--- src/rtl/pipeline_retire_tracer_if.sv ---
// Retirement record stream from the WISC trace source to a pipeline-trace consumer.
// The master presents the FIFO head; the slave accepts it with ret_ready.
interface pipeline_retire_tracer_if #(
  parameter int TAG_W   = 8,
  parameter int PC_W    = 16,
  parameter int INSTR_W = 16
);
  logic               ret_valid;
  logic               ret_ready;
  logic [TAG_W-1:0]   ret_tag;
  logic [PC_W-1:0]    ret_pc;
  logic [INSTR_W-1:0] ret_instr;
  logic [3:0]         ret_stalls;
  logic [7:0]         ret_cycles;

  modport master (
    output ret_valid, ret_tag, ret_pc, ret_instr, ret_stalls, ret_cycles,
    input  ret_ready
  );

  modport slave (
    input  ret_valid, ret_tag, ret_pc, ret_instr, ret_stalls, ret_cycles,
    output ret_ready
  );
endinterface

--- src/rtl/pipeline_retire_tracer.sv ---
// Tags instructions leaving IF, shadows them through ID/EX/MEM/WB with the
// datapath's stall/flush rules, and queues a retirement record per WB retirement.
module pipeline_retire_tracer #(
  parameter int TAG_W      = 8,
  parameter int PC_W       = 16,
  parameter int INSTR_W    = 16,
  parameter int FIFO_DEPTH = 4
) (
  input  logic                     clk,
  input  logic                     rst_n,
  input  logic                     if_valid,
  input  logic [PC_W-1:0]          if_pc,
  input  logic [INSTR_W-1:0]       if_instr,
  input  logic                     stall,
  input  logic                     flush,
  pipeline_retire_tracer_if.master ret,
  output logic                     overflow,
  output logic [15:0]              retired_count
);

  localparam int PTR_W = (FIFO_DEPTH > 1) ? $clog2(FIFO_DEPTH) : 1;
  localparam int CNT_W = $clog2(FIFO_DEPTH + 1);

  typedef struct packed {
    logic               valid;
    logic [TAG_W-1:0]   tag;
    logic [PC_W-1:0]    pc;
    logic [INSTR_W-1:0] instr;
    logic [7:0]         entry_cyc;
    logic [3:0]         stalls;
  } slot_t;

  typedef struct packed {
    logic [TAG_W-1:0]   tag;
    logic [PC_W-1:0]    pc;
    logic [INSTR_W-1:0] instr;
    logic [3:0]         stalls;
    logic [7:0]         cycles;
  } rec_t;

  logic [15:0]      cyc_q, cyc_d;
  logic [TAG_W-1:0] next_tag_q, next_tag_d;
  slot_t            id_q, id_d;
  slot_t            ex_q, ex_d;
  slot_t            mem_q, mem_d;
  slot_t            wb_q, wb_d;

  rec_t             fifo_q [FIFO_DEPTH];
  rec_t             fifo_d [FIFO_DEPTH];
  logic [PTR_W-1:0] wr_ptr_q, wr_ptr_d;
  logic [PTR_W-1:0] rd_ptr_q, rd_ptr_d;
  logic [CNT_W-1:0] count_q, count_d;
  logic             overflow_q, overflow_d;
  logic [15:0]      retired_q, retired_d;

  logic             push;
  logic             pop;
  logic             full;
  logic             accept;
  rec_t             wb_rec;

  // Shadow pipeline: a stall freezes ID and injects a bubble into EX; flush only matters unstalled.
  always_comb begin
    cyc_d      = cyc_q + 16'd1;
    next_tag_d = next_tag_q;
    id_d       = id_q;
    ex_d       = id_q;
    mem_d      = ex_q;
    wb_d       = mem_q;

    if (stall) begin
      ex_d = '0;
      if (id_q.valid && (id_q.stalls != 4'hF)) begin
        id_d.stalls = id_q.stalls + 4'd1;
      end
    end else if (!flush && if_valid) begin
      id_d.valid     = 1'b1;
      id_d.tag       = next_tag_q;
      id_d.pc        = if_pc;
      id_d.instr     = if_instr;
      id_d.entry_cyc = cyc_q[7:0];
      id_d.stalls    = 4'd0;
      next_tag_d     = next_tag_q + TAG_W'(1);
    end else begin
      id_d = '0;
    end
  end

  // A push into a full FIFO survives only when the head leaves on the same edge.
  always_comb begin
    push   = wb_q.valid;
    pop    = (count_q != '0) && ret.ret_ready;
    full   = (count_q == CNT_W'(FIFO_DEPTH));
    accept = push && (!full || pop);

    wb_rec.tag    = wb_q.tag;
    wb_rec.pc     = wb_q.pc;
    wb_rec.instr  = wb_q.instr;
    wb_rec.stalls = wb_q.stalls;
    wb_rec.cycles = cyc_q[7:0] - wb_q.entry_cyc;

    fifo_d   = fifo_q;
    wr_ptr_d = wr_ptr_q;
    rd_ptr_d = rd_ptr_q;
    count_d  = count_q;

    if (accept) begin
      fifo_d[wr_ptr_q] = wb_rec;
      wr_ptr_d         = wr_ptr_q + PTR_W'(1);
    end
    if (pop) begin
      rd_ptr_d = rd_ptr_q + PTR_W'(1);
    end

    case ({accept, pop})
      2'b10:   count_d = count_q + CNT_W'(1);
      2'b01:   count_d = count_q - CNT_W'(1);
      default: count_d = count_q;
    endcase

    overflow_d = overflow_q | (push && full && !pop);
    retired_d  = retired_q + 16'(push);
  end

  always_ff @(posedge clk or negedge rst_n) begin
    if (!rst_n) begin
      cyc_q      <= '0;
      next_tag_q <= '0;
      id_q       <= '0;
      ex_q       <= '0;
      mem_q      <= '0;
      wb_q       <= '0;
      fifo_q     <= '{default: '0};
      wr_ptr_q   <= '0;
      rd_ptr_q   <= '0;
      count_q    <= '0;
      overflow_q <= 1'b0;
      retired_q  <= '0;
    end else begin
      cyc_q      <= cyc_d;
      next_tag_q <= next_tag_d;
      id_q       <= id_d;
      ex_q       <= ex_d;
      mem_q      <= mem_d;
      wb_q       <= wb_d;
      fifo_q     <= fifo_d;
      wr_ptr_q   <= wr_ptr_d;
      rd_ptr_q   <= rd_ptr_d;
      count_q    <= count_d;
      overflow_q <= overflow_d;
      retired_q  <= retired_d;
    end
  end

  // Head is presented straight from registers, so ret_ready never reaches an output.
  assign ret.ret_valid  = (count_q != '0);
  assign ret.ret_tag    = fifo_q[rd_ptr_q].tag;
  assign ret.ret_pc     = fifo_q[rd_ptr_q].pc;
  assign ret.ret_instr  = fifo_q[rd_ptr_q].instr;
  assign ret.ret_stalls = fifo_q[rd_ptr_q].stalls;
  assign ret.ret_cycles = fifo_q[rd_ptr_q].cycles;

  assign overflow      = overflow_q;
  assign retired_count = retired_q;

endmodule

--- src/flat_wrapper.sv ---
// flat-port wrapper written by rule: the top's interface ports become plain ports
module pipeline_retire_tracer_flat 
#(
  parameter int TAG_W      = 8,
  parameter int PC_W       = 16,
  parameter int INSTR_W    = 16,
  parameter int FIFO_DEPTH = 4
)
  (clk, rst_n, if_valid, if_pc, if_instr, stall, flush, overflow, retired_count, ret_ret_valid, ret_ret_tag, ret_ret_pc, ret_ret_instr, ret_ret_stalls, ret_ret_cycles, ret_ret_ready);
  pipeline_retire_tracer_if #(.TAG_W(TAG_W), .PC_W(PC_W), .INSTR_W(INSTR_W)) ret_i ();
  input  logic clk;
  input  logic rst_n;
  input  logic if_valid;
  input  logic [PC_W-1:0] if_pc;
  input  logic [INSTR_W-1:0] if_instr;
  input  logic stall;
  input  logic flush;
  output logic overflow;
  output logic [15:0] retired_count;
  output wire logic [$bits(ret_i.ret_valid)-1:0] ret_ret_valid;
  output wire logic [$bits(ret_i.ret_tag)-1:0] ret_ret_tag;
  output wire logic [$bits(ret_i.ret_pc)-1:0] ret_ret_pc;
  output wire logic [$bits(ret_i.ret_instr)-1:0] ret_ret_instr;
  output wire logic [$bits(ret_i.ret_stalls)-1:0] ret_ret_stalls;
  output wire logic [$bits(ret_i.ret_cycles)-1:0] ret_ret_cycles;
  input wire logic [$bits(ret_i.ret_ready)-1:0] ret_ret_ready;
  assign ret_ret_valid = ret_i.ret_valid;
  assign ret_ret_tag = ret_i.ret_tag;
  assign ret_ret_pc = ret_i.ret_pc;
  assign ret_ret_instr = ret_i.ret_instr;
  assign ret_ret_stalls = ret_i.ret_stalls;
  assign ret_ret_cycles = ret_i.ret_cycles;
  assign ret_i.ret_ready = ret_ret_ready;
  pipeline_retire_tracer #(.TAG_W(TAG_W), .PC_W(PC_W), .INSTR_W(INSTR_W), .FIFO_DEPTH(FIFO_DEPTH)) u_core (.clk(clk), .rst_n(rst_n), .if_valid(if_valid), .if_pc(if_pc), .if_instr(if_instr), .stall(stall), .flush(flush), .ret(ret_i), .overflow(overflow), .retired_count(retired_count));
endmodule
--- config.mk ---
export PLATFORM = sky130hd
export DESIGN_NAME = pipeline_retire_tracer_flat
export DESIGN_NICKNAME = d
export VERILOG_FILES = /design/src/rtl/pipeline_retire_tracer_if.sv /design/src/rtl/pipeline_retire_tracer.sv /design/src/flat_wrapper.sv
export SDC_FILE = /design/constraint.sdc
export NUM_CORES = 1
export LEC_CHECK = 0
export ABC_AREA = 1
export BUFFER_PORTS_ARGS = -buffer_cell sky130_fd_sc_hd__buf_2
export CAP_MARGIN = 15
export CELL_PAD_IN_SITES_DETAIL_PLACEMENT = 0
export CELL_PAD_IN_SITES_GLOBAL_PLACEMENT = 1
export CORE_ASPECT_RATIO = 1.2
export CORE_MARGIN = 1
export CORE_UTILIZATION = 35
export CTS_CLUSTER_DIAMETER = 50
export CTS_CLUSTER_SIZE = 24
export DETAILED_ROUTE_END_ITERATION = 7
export GPL_TIMING_DRIVEN = 1
export PLACE_DENSITY_LB_ADDON = 0.1
export SLEW_MARGIN = 20
export SYNTH_ARGS = -nofsm -noshare
export SYNTH_HDL_FRONTEND = slang
export SYNTH_SLANG_ARGS = --single-unit
--- constraint.sdc ---
create_clock -name clk -period 1.6 [get_ports clk]
set_input_delay 0.08 -clock clk [delete_from_list [all_inputs] [get_ports clk]]
set_output_delay 0.08 -clock clk [all_outputs]
set_load 0.05 [all_outputs]
=== Yosys cells after proc, flatten, opt, wreduce, memory -nomap -nowiden ===
Cells that the tools add are included.

* $add $sub $neg: 9
* $mul: 0
* Divide/modulo/power cells: 0
* $lt $le $gt $ge: 3
* Equal/unequal tests: 5
* Shift operators: 0
* Muxes and demuxes: 11
* Bitwise gates (word level): 4
* Reduce and logical (&&, ||, !) cells: 14

{| class="wikitable"
|+ Operators with widths
! operator !! count
|-
| $bwmux 208 || 1
|-
| $mux 52 || 3
|-
| $mux 53 || 2
|-
| $bmux 52 s2 || 1
|-
| $demux 52 s2 || 1
|-
| $add 16x1->16 || 1
|-
| $add 16x1->16 const B || 1
|-
| $add 8x1->8 const B || 1
|-
| $mux 4 || 2
|-
| $sub 8x8->8 || 1
|-
| $logic_and 1x1->1 || 7
|-
| $ge 3x3->1 const B || 2
|-
| $not 2->3 || 2
|-
| $pmux 3 s2 || 1
|-
| $add 2x1->2 const B || 2
|-
| $add 4x1->4 const B || 1
|-
| $ne 4x4->1 const B || 1
|-
| $add 3x1->3 const B || 1
|-
| $eq 3x3->1 const B || 1
|-
| $logic_not 1->1 || 3
|-
| $lt 3x1->1 const B || 1
|-
| $reduce_bool 3->1 || 1
|-
| $sub 3x1->3 const B || 1
|-
| $eq 2x1->1 const B || 1
|-
| other kinds (7) || 7
|}

* Register bits: 468
* Latch bits: 0
* RAM bits: 0
* Memory bits (read-only): 0
* Logic and storage cells: 97
* Memories kept: 0

=== Logic depth before layout (Yosys ltp) ===
Gate-level depths: netlist of the first run.

* Depth after elaboration: 6
* Depth in mapped cells: 10
* Mapped depth without buffers: 10

=== Worst setup path before layout of the first run ===
Ideal clock, no wire load.

* Kind: reg2reg
* Start point: register u_core.count_q[2]
* End point: register u_core.count_q[2]
* Library setup time: 0.063 ns
* Data arrival time: 1.816 ns
* Required time: 1.537 ns
* Setup slack: -0.278 ns
* Cell stages (with the launch flop): 10
* Path buffers: 0
* Cell sequence: dfrtp_1 inv_1 nand2_1 nand3_1 fa_1 inv_1 nand4_1 nand3_1 nand2_1 inv_1

* Word-level cells in the longest chain between the ends: 6
* Elaborated cells between the ends (all ways): 12

{| class="wikitable"
|+ Ends and longest elaborated chain
! element !! line !! source
|-
| start: declaration || pipeline_retire_tracer.sv:52 || <nowiki>logic [CNT_W-1:0] count_q, count_d;</nowiki>
|-
| start signal: assignment || pipeline_retire_tracer.sv:149 || <nowiki>count_q <= count_d;</nowiki>
|-
| $reduce_bool 3->1 * || n/a ||
|-
| net ret_ret_valid || flat_wrapper.sv:20 || <nowiki>output wire logic [$bits(ret_i.ret_valid)-1:0] ret_ret_valid;</nowiki>
|-
| $logic_and 1x1->1 * || pipeline_retire_tracer.sv:92 || <nowiki>pop = (count_q != '0) && ret.ret_ready;</nowiki>
|-
| $logic_or 1x1->1 || pipeline_retire_tracer.sv:94 || <nowiki>accept = push && (!full || pop);</nowiki>
|-
| $logic_and 1x1->1 || pipeline_retire_tracer.sv:94 ||
|-
| $eq 2x1->1 or $eq 2x2->1 (tied branches) || pipeline_retire_tracer.sv:115 || <nowiki>case ({accept, pop})</nowiki>
|-
| $pmux 3 s2 or $reduce_bool 2->1 (tied branches) || n/a ||
|}

Mark *: on every way through the listed nets, which the timed path passes. The rest lies on a longest branch.
A chain may end at the register's enable or synchronous reset.

=== Worst setup path after layout of the first run ===
* Start point: register u_core.rd_ptr_q[0]
* End point: output port ret_ret_instr[11]

* Word-level cells in the longest chain between the ends: 4

{| class="wikitable"
|+ Ends and longest elaborated chain
! element !! line !! source
|-
| start: declaration || pipeline_retire_tracer.sv:51 || <nowiki>logic [PTR_W-1:0] rd_ptr_q, rd_ptr_d;</nowiki>
|-
| start signal: assignment || pipeline_retire_tracer.sv:148 || <nowiki>rd_ptr_q <= rd_ptr_d;</nowiki>
|-
| $not 2->3 (not written as such) || pipeline_retire_tracer.sv:159 || <nowiki>assign ret.ret_instr = fifo_q[rd_ptr_q].instr;</nowiki>
|-
| $bmux 52 s2 || pipeline_retire_tracer.sv:159 ||
|-
| $mux 52 (2 in series) || n/a ||
|-
| end: declaration || flat_wrapper.sv:23 || <nowiki>output wire logic [$bits(ret_i.ret_instr)-1:0] ret_ret_instr;</nowiki>
|}

No other way between the ends. The select of a mux whose other input is x is not followed.

==> results.json, run 1 <==
{
  "synth_edf_count": 0,
  "first_global_vias": 13400,
  "wl_per_cell_um": 19.9,
  "grt-ovfl-total": 0,
  "gr-usage-all-layers_pct": 19.3,
  "dp.final_hpwl_um": 29800,
  "fin_hold_ws_ns": 0.0849,
  "critPathMaxStageDelay_ns": 0.46,
  "port_buffers": 107,
  "status": "complete, but fails checks",
  "setup-tns-final_ns": -32.36,
  "synth_commonest_cells": "nand2_1 (702), dfrtp_1 (460), nor2_1 (173)",
  "synth_most_common_cell": "nand2_1",
  "seq_area_frac_synth_pct": 64.0,
  "pin_count": 108,
  "setup_viol": 202,
  "ant_nets": 0,
  "power_density_nw_per_um2": 1820,
  "synth_cell_types": 29,
  "period_share_pct": 129,
  "area_growth_pct": 40.0,
  "synth_area_leader_cell": "dfrtp_1",
  "fin_cells": 2823,
  "drv_cap": 0,
  "finalWirelength_um": 56100,
  "cts.htree.levels": 2,
  "dr.pass1.iters": 7,
  "hold_viol": 0,
  "crit_required_ns": 1.52,
  "die_w_um": 209,
  "crit_path_start_kind": "register",
  "cp_slowest_cell": "dfrtp_2",
  "r2r_slack_ns": -0.16,
  "finalMaxSlewViolations": 0,
  "worst_pin_slew_ns": 0.517,
  "cts_tree": "done",
  "fmax_mhz": 483,
  "crit_arrival_ns": 1.99,
  "grt_pass1_wl_um": 78200,
  "ys.flop_type": "dfrtp_1",
  "synth_cells": 1875,
  "period_minus_slack_ns": 2.07,
  "async_reset_ff_share_pct": 100,
  "use_met1_pct": 27.1,
  "initial_core_util_pct": 35.6,
  "viasPerCell": 4.84,
  "crit_type": "reg2out",
  "drcViolationCount": 0,
  "final_nets": 2199,
  "clk_pin_slew_worst_paths_ns": 0.08,
  "violations": "setup timing",
  "synth.avg_cell_area_um2": 9.59,
  "synth.cell_area_um2": 18000,
  "cpMostUsedCell": "buf_12",
  "relSlewSlack_pct": 65.5,
  "grt_max_degree": 90,
  "crit_family": "buffers and inverters",
  "placed_cells": 2619,
  "antenna_found_initial": 1,
  "worst-path-buf-inv": 5,
  "synth_area_leaders": "dfrtp_1 (64%), nand2_1 (15%), o21ai_0 (4.3%), nor2_1 (3.6%), inv_1 (2.3%)",
  "synth_top_area_share_pct": 64.0,
  "cts_root_buffer": "clkbuf_16",
  "n_antenna_cell": 0,
  "die_area_um2": 52300,
  "crit_fanout": 5,
  "hp-class": "in2async",
  "die_h_um": 250,
  "cts_buffers": 45,
  "drive_gt1_share_pct": 28.6,
  "endpoint_kind": "output port",
  "cts_buffer_depth": 3,
  "startpoint": "u_core.rd_ptr_q[0]$_DFFE_PN0N_",
  "use_met3_pct": 3.46,
  "crit_chain": "clkinv_4, buf_12, buf_12, buf_16, o21ai_2, o22ai_2, buf_6",
  "grt_busiest_layer": "met2",
  "drtIter0Drc": 860,
  "rows": 90,
  "ir_drop_v": 0.00104,
  "ys_ff_latch": 460,
  "power.leakage_nw": 12.9,
  "via_count": 13700,
  "rsz0062_at_grt": "yes",
  "timing.rr.start": "u_core.count_q[1]$_DFFE_PN0P_",
  "yosys_warnings": 0,
  "finClkSkew_ns": 0.0321,
  "layout_setup_ws_ns": -0.472,
  "clock_sinks": 460,
  "coreArea_um2": 50400,
  "worstSkewPairLatency_ns": 0.60,
  "synth_nets": 1931,
  "routabilityCongestion": 0.763,
  "grt.met2_usage_pct": 30.5
}
-- flip-flops by register name (all words and copies together) (netlist names) --
name and flops:
u_core.wb_q 52, u_core.cyc_q 8, u_core.next_tag_q 8, u_core.push 1, u_core.rd_ptr_q 2, u_core.mem_q 53
u_core.retired_count 16, u_core.ex_q 53, u_core.wr_ptr_q 2, u_core.id_q 53, u_core.fifo_q 208, u_core.count_q 3
u_core.overflow 1
-- layout by cell type, fill, tap and decap left out, types with 13 or more instances in the layout --
cell type / netlist / final
dfrtp_1: 460 / 456
buf_12: 0 / 46
o21ai_2: 0 / 27
buf_4: 19 / 50
nand2_1: 702 / 579
nand2_4: 1 / 39
dlygate4sd3_1: 0 / 36
nor2_2: 0 / 13
o21ai_0: 154 / 82
buf_6: 17 / 71
nand3_1: 40 / 34
buf_2: 18 / 54
nand2_2: 0 / 85
inv_1: 109 / 105
clkbuf_16: 0 / 80
xor2_1: 22 / 21
o22ai_2: 0 / 49
o21ai_1: 0 / 37
nor2_1: 173 / 157
-- path summary, 6_finish.rpt --
kind                       cells after the start                              to
max                                            7               ret_ret_instr[11]
min                                            3       u_core.wb_q[48]$_DFF_PN0_
max reg2reg                                   11  u_core.fifo_q[181]$_DFFE_PN0P_
min reg2reg                                    0       u_core.wb_q[11]$_DFF_PN0_
max in group asynchronous                      4   u_core.fifo_q[85]$_DFFE_PN0P_
min in group clk                               7     u_core.id_q[26]$_DFFE_PN0N_
-- through the flow --
| stage | setup WS (ns) | cell area [µm²] | total power [mW] | util (%) |
|---|---|---|---|---|
| final | -0.472 | 25200 | 45.7 | 49.9 |
| after global routing | -0.513 | 25200 | 47.9 | 49.9 |
| after CTS | -0.504 | 22900 | 43.8 | 45.5 |
| after detailed placement | -0.104 | 20100 | 28.7 | 39.9 |
| after global placement | -0.0982 | 20100 | 28.6 | 39.9 |
| after floorplan | -0.0987 | 18300 | 24.5 | - |
-- final cells by class --
class / instances / area (µm²)
Timing Repair Buffer: 310 / 4000
Fill cell: 4663 / 25300
Multi-Input combinational cell: 1211 / 6620
Inverter: 114 / 515
Timing Repair inverter: 1 / 8.76
Clock buffer: 48 / 1180
Clock inverter: 35 / 529
Sequential cell: 460 / 11500
Tap cell: 644 / 806
-- where the power goes --
group          total, mW  internal [mW]  switching [mW]
clock               12.1           6.38            5.69
combinational       18.8           7.50            11.3
sequential          14.9           13.5            1.34
-- layer usage --
metal  vias to the layer above  wire [µm]
met3                        99       2520
li1                       6439          -
met2                       323      26200
met1                      6798      25400
met4                         0       1870
met5                         -          0
-- kinds of logic after synthesis --
kind of cell | after synthesis | synth area share [%]
AND/OR/NAND/NOR | 937 | 20.6
adder cells (fa/ha/maj) | 18 | 1.34
flip-flops | 460 | 64.0
buffers and inverters | 204 | 5.91
XOR/XNOR | 29 | 1.41
AO/OA/AOI/OAI | 227 | 6.78
-- worst min-delay path: stages --
cell	delay, ns
dlygate4sd3_1	0.56
buf_8	0.17
buf_12	0.21
-- what timing repair did --
item | CTS | global route
buffers inserted | 12 | 27
hold buffers | 37 | 0
resized for setup | 196 | 315
endpoints found under the setup margin | 65 | 195
pin swaps | 13 | 75
endpoints found under the hold margin | 491 | 0
cloned | 5 | 41
(Power assumes the default switching activity.)
==> inputs of run 2 (changes only) <==
- clock period: 1.6 -> 2.5 ns (I/O delays scaled with it)
==> run 2 against run 1 <==
Effect of this change:
- the flow now finishes without violations
- critical path depth shrank 3
- first-iteration DRC count shrank 2.1%
- non-clock buffer count shrank 139
- critical endpoint is now ret_ret_cycles[4]
- final area shrank 16%
- critical path type unchanged
- total power shrank 46%
- wire length shrank 16%
- clock skew shrank 0.0071 ns
- highest routed layer unchanged
- cell count shrank 4.9%
==> results.json, run 2 (synthesized netlist as in run 1, its figures left out) <==
{
  "layout_setup_ws_ns": 0.0562,
  "startpoint": "u_core.rd_ptr_q[0]$_DFFE_PN0N_",
  "p_comb_share_pct": 31.6,
  "power_mw": 24.8,
  "cts_buffers": 46,
  "rows": 90,
  "power.leakage_nw": 11.0,
  "via_count": 12800,
  "largest_reg_flops": 208,
  "critical_path_depth": 4,
  "n_fill_cell": 4944,
  "fin_util_pct": 42.0,
  "finClkSkew_ns": 0.0250,
  "drv_cap": 0,
  "drcViolationCount": 0,
  "cts_buffer_depth": 3,
  "finalWirelength_um": 47400,
  "die_h_um": 250,
  "finalMaxSlewViolations": 0,
  "period_minus_slack_ns": 2.44,
  "hold_viol": 0,
  "clkPwrFrac_pct": 30.7,
  "clk_pin_slew_worst_paths_ns": 0.08,
  "gr-usage-all-layers_pct": 18.6,
  "worstSkewPairLatency_ns": 0.59,
  "pin_count": 108,
  "fmax_mhz": 409,
  "setup_viol": 0,
  "power.share.sequential_pct": 37.8,
  "initial_core_util_pct": 35.6,
  "internal_power_mw": 14.7,
  "grt_max_degree": 102,
  "ir_drop_v": 0.000610,
  "multiInputGateArea_um2": 5420,
  "drive_gt1_share_pct": 11.5,
  "final_area_um2": 21200,
  "critPathMaxStageDelay_ns": 0.45,
  "ff2ff_path_depth": 6,
  "final_common_cell": "nand2_1",
  "crit_arrival_ns": 2.32,
  "rsz0062_at_grt": "yes",
  "largest-register": "u_core.fifo_q",
  "port_buffers": 107,
  "placed_cells": 2561,
  "dp_worst_setup_slack_ns": 0.596,
  "dr.pass1.iters": 5,
  "hp-class": "in2async",
  "cts_root_buffer": "clkbuf_16",
  "dp.final_hpwl_um": 27200,
  "power_density_nw_per_um2": 1170,
  "rr_endpoint": "u_core.retired_count[12]$_DFF_PN0_",
  "cts_tree": "done",
  "fin_cells": 2686,
  "grt_pass1_wl_um": 75100,
  "coreArea_um2": 50400,
  "worst_pin_slew_ns": 0.670,
  "n_antenna_cell": 0,
  "ant_nets": 0,
  "viasPerCell": 4.75,
  "crit_path_start_kind": "register",
  "crit_family": "buffers and inverters",
  "antenna_found_initial": 3,
  "first_global_vias": 12800,
  "die_area_um2": 52300,
  "drtIter0Drc": 842,
  "regArea_um2": 11500,
  "switching_share_pct": 40.8,
  "cts.htree.levels": 2,
  "grt-ovfl-total": 0,
  "routabilityCongestion": 0.751,
  "most-common-layout-cells": "nand2_1 (702), dfrtp_1 (459), nor2_1 (173)",
  "crit_chain": "buf_16, o21ai_0, o22ai_1, clkbuf_4",
  "area_growth_pct": 17.9,
  "clock_sinks": 460,
  "postPlaceCellArea_um2": 19100,
  "r2r_slack_ns": 0.59,
  "crit_fanout": 101,
  "status": "complete, no violations",
  "crit_required_ns": 2.38,
  "postCtsSetupBuffers": 0,
  "period_share_pct": 97.8,
  "endpoint_kind": "output port",
  "relSlewSlack_pct": 55.3,
  "timing.rr.start": "u_core.push$_DFF_PN0_",
  "die_w_um": 209,
  "wl_per_cell_um": 17.6,
  "final_nets": 2060,
  "cp_slowest_cell": "dfrtp_2",
  "endpoint": "ret_ret_cycles[4]",
  "power_switching_mw": 10.1,
  "worst-path-buf-inv": 2,
  "crit_type": "reg2out"
}
run 2: metrics by stage:
step | TNS [ns] | hold WS (ns)
finish | 0 | 0.0532
CTS | 0 | 0.0376
global placement | 0 | 0.0794
global route | -0.00147 | 0.0612
floorplan | 0 | -0.171
detailed placement | 0 | 0.0790
run 2: worst min path at each step:
stage	startpoint	end	slack, ns	cells after the start
finish	rst_n	u_core.fifo_q[204]$_DFFE_PN0P_	0.05	2
global route	rst_n	u_core.fifo_q[204]$_DFFE_PN0P_	0.06	2
CTS	rst_n	u_core.fifo_q[204]$_DFFE_PN0P_	0.04	2
detailed placement	rst_n	u_core.fifo_q[204]$_DFFE_PN0P_	0.08	1
global placement	rst_n	u_core.fifo_q[152]$_DFFE_PN0P_	0.08	1
floorplan	rst_n	u_core.count_q[0]$_DFFE_PN0P_	-0.17	0
run 2: power groups by stage:
stage,Combinational (mW),Clock [mW],Sequential (mW)
floorplan,5.62,0,9.45
global placement,7.80,0,9.49
detailed placement,7.86,0,9.50
CTS,7.93,7.86,9.37
global route,8.54,8.15,9.53
finish,7.85,7.61,9.38
run 2: final cells by class:
type	instances	area share, %
clock buffer	49	5.78
clock inverter	37	2.32
inverter	114	2.20
multi-input combinational	1211	25.5
sequential	460	54.3
tap	644	3.80
timing repair buffer	171	6.06
run 2: repair_timing:
item	in CTS	in global routing
gates resized for setup	1	7
endpoints found under the hold margin	427	0
pin swaps	0	0
setup endpoints to repair	6	6
hold buffers	39	0
run 2: routing by layer:
metal / wire length (µm) / part of all wire, % / GRT usage [%]
met5: 0 / 0 / 0
met4: 1110 / 2.3 / 5.44
met3: 1930 / 4.1 / 2.93
met2: 21700 / 46 / 29.4
met1: 22700 / 48 / 26.2
run 2: worst register-to-register path, stage by stage, from the launching register on:
cell     delay (ns)
dfrtp_1        0.58
ha_1           0.34
ha_1           0.29
nand2_1        0.08
nor2_1         0.20
nand3_1        0.16
xnor2_1        0.15
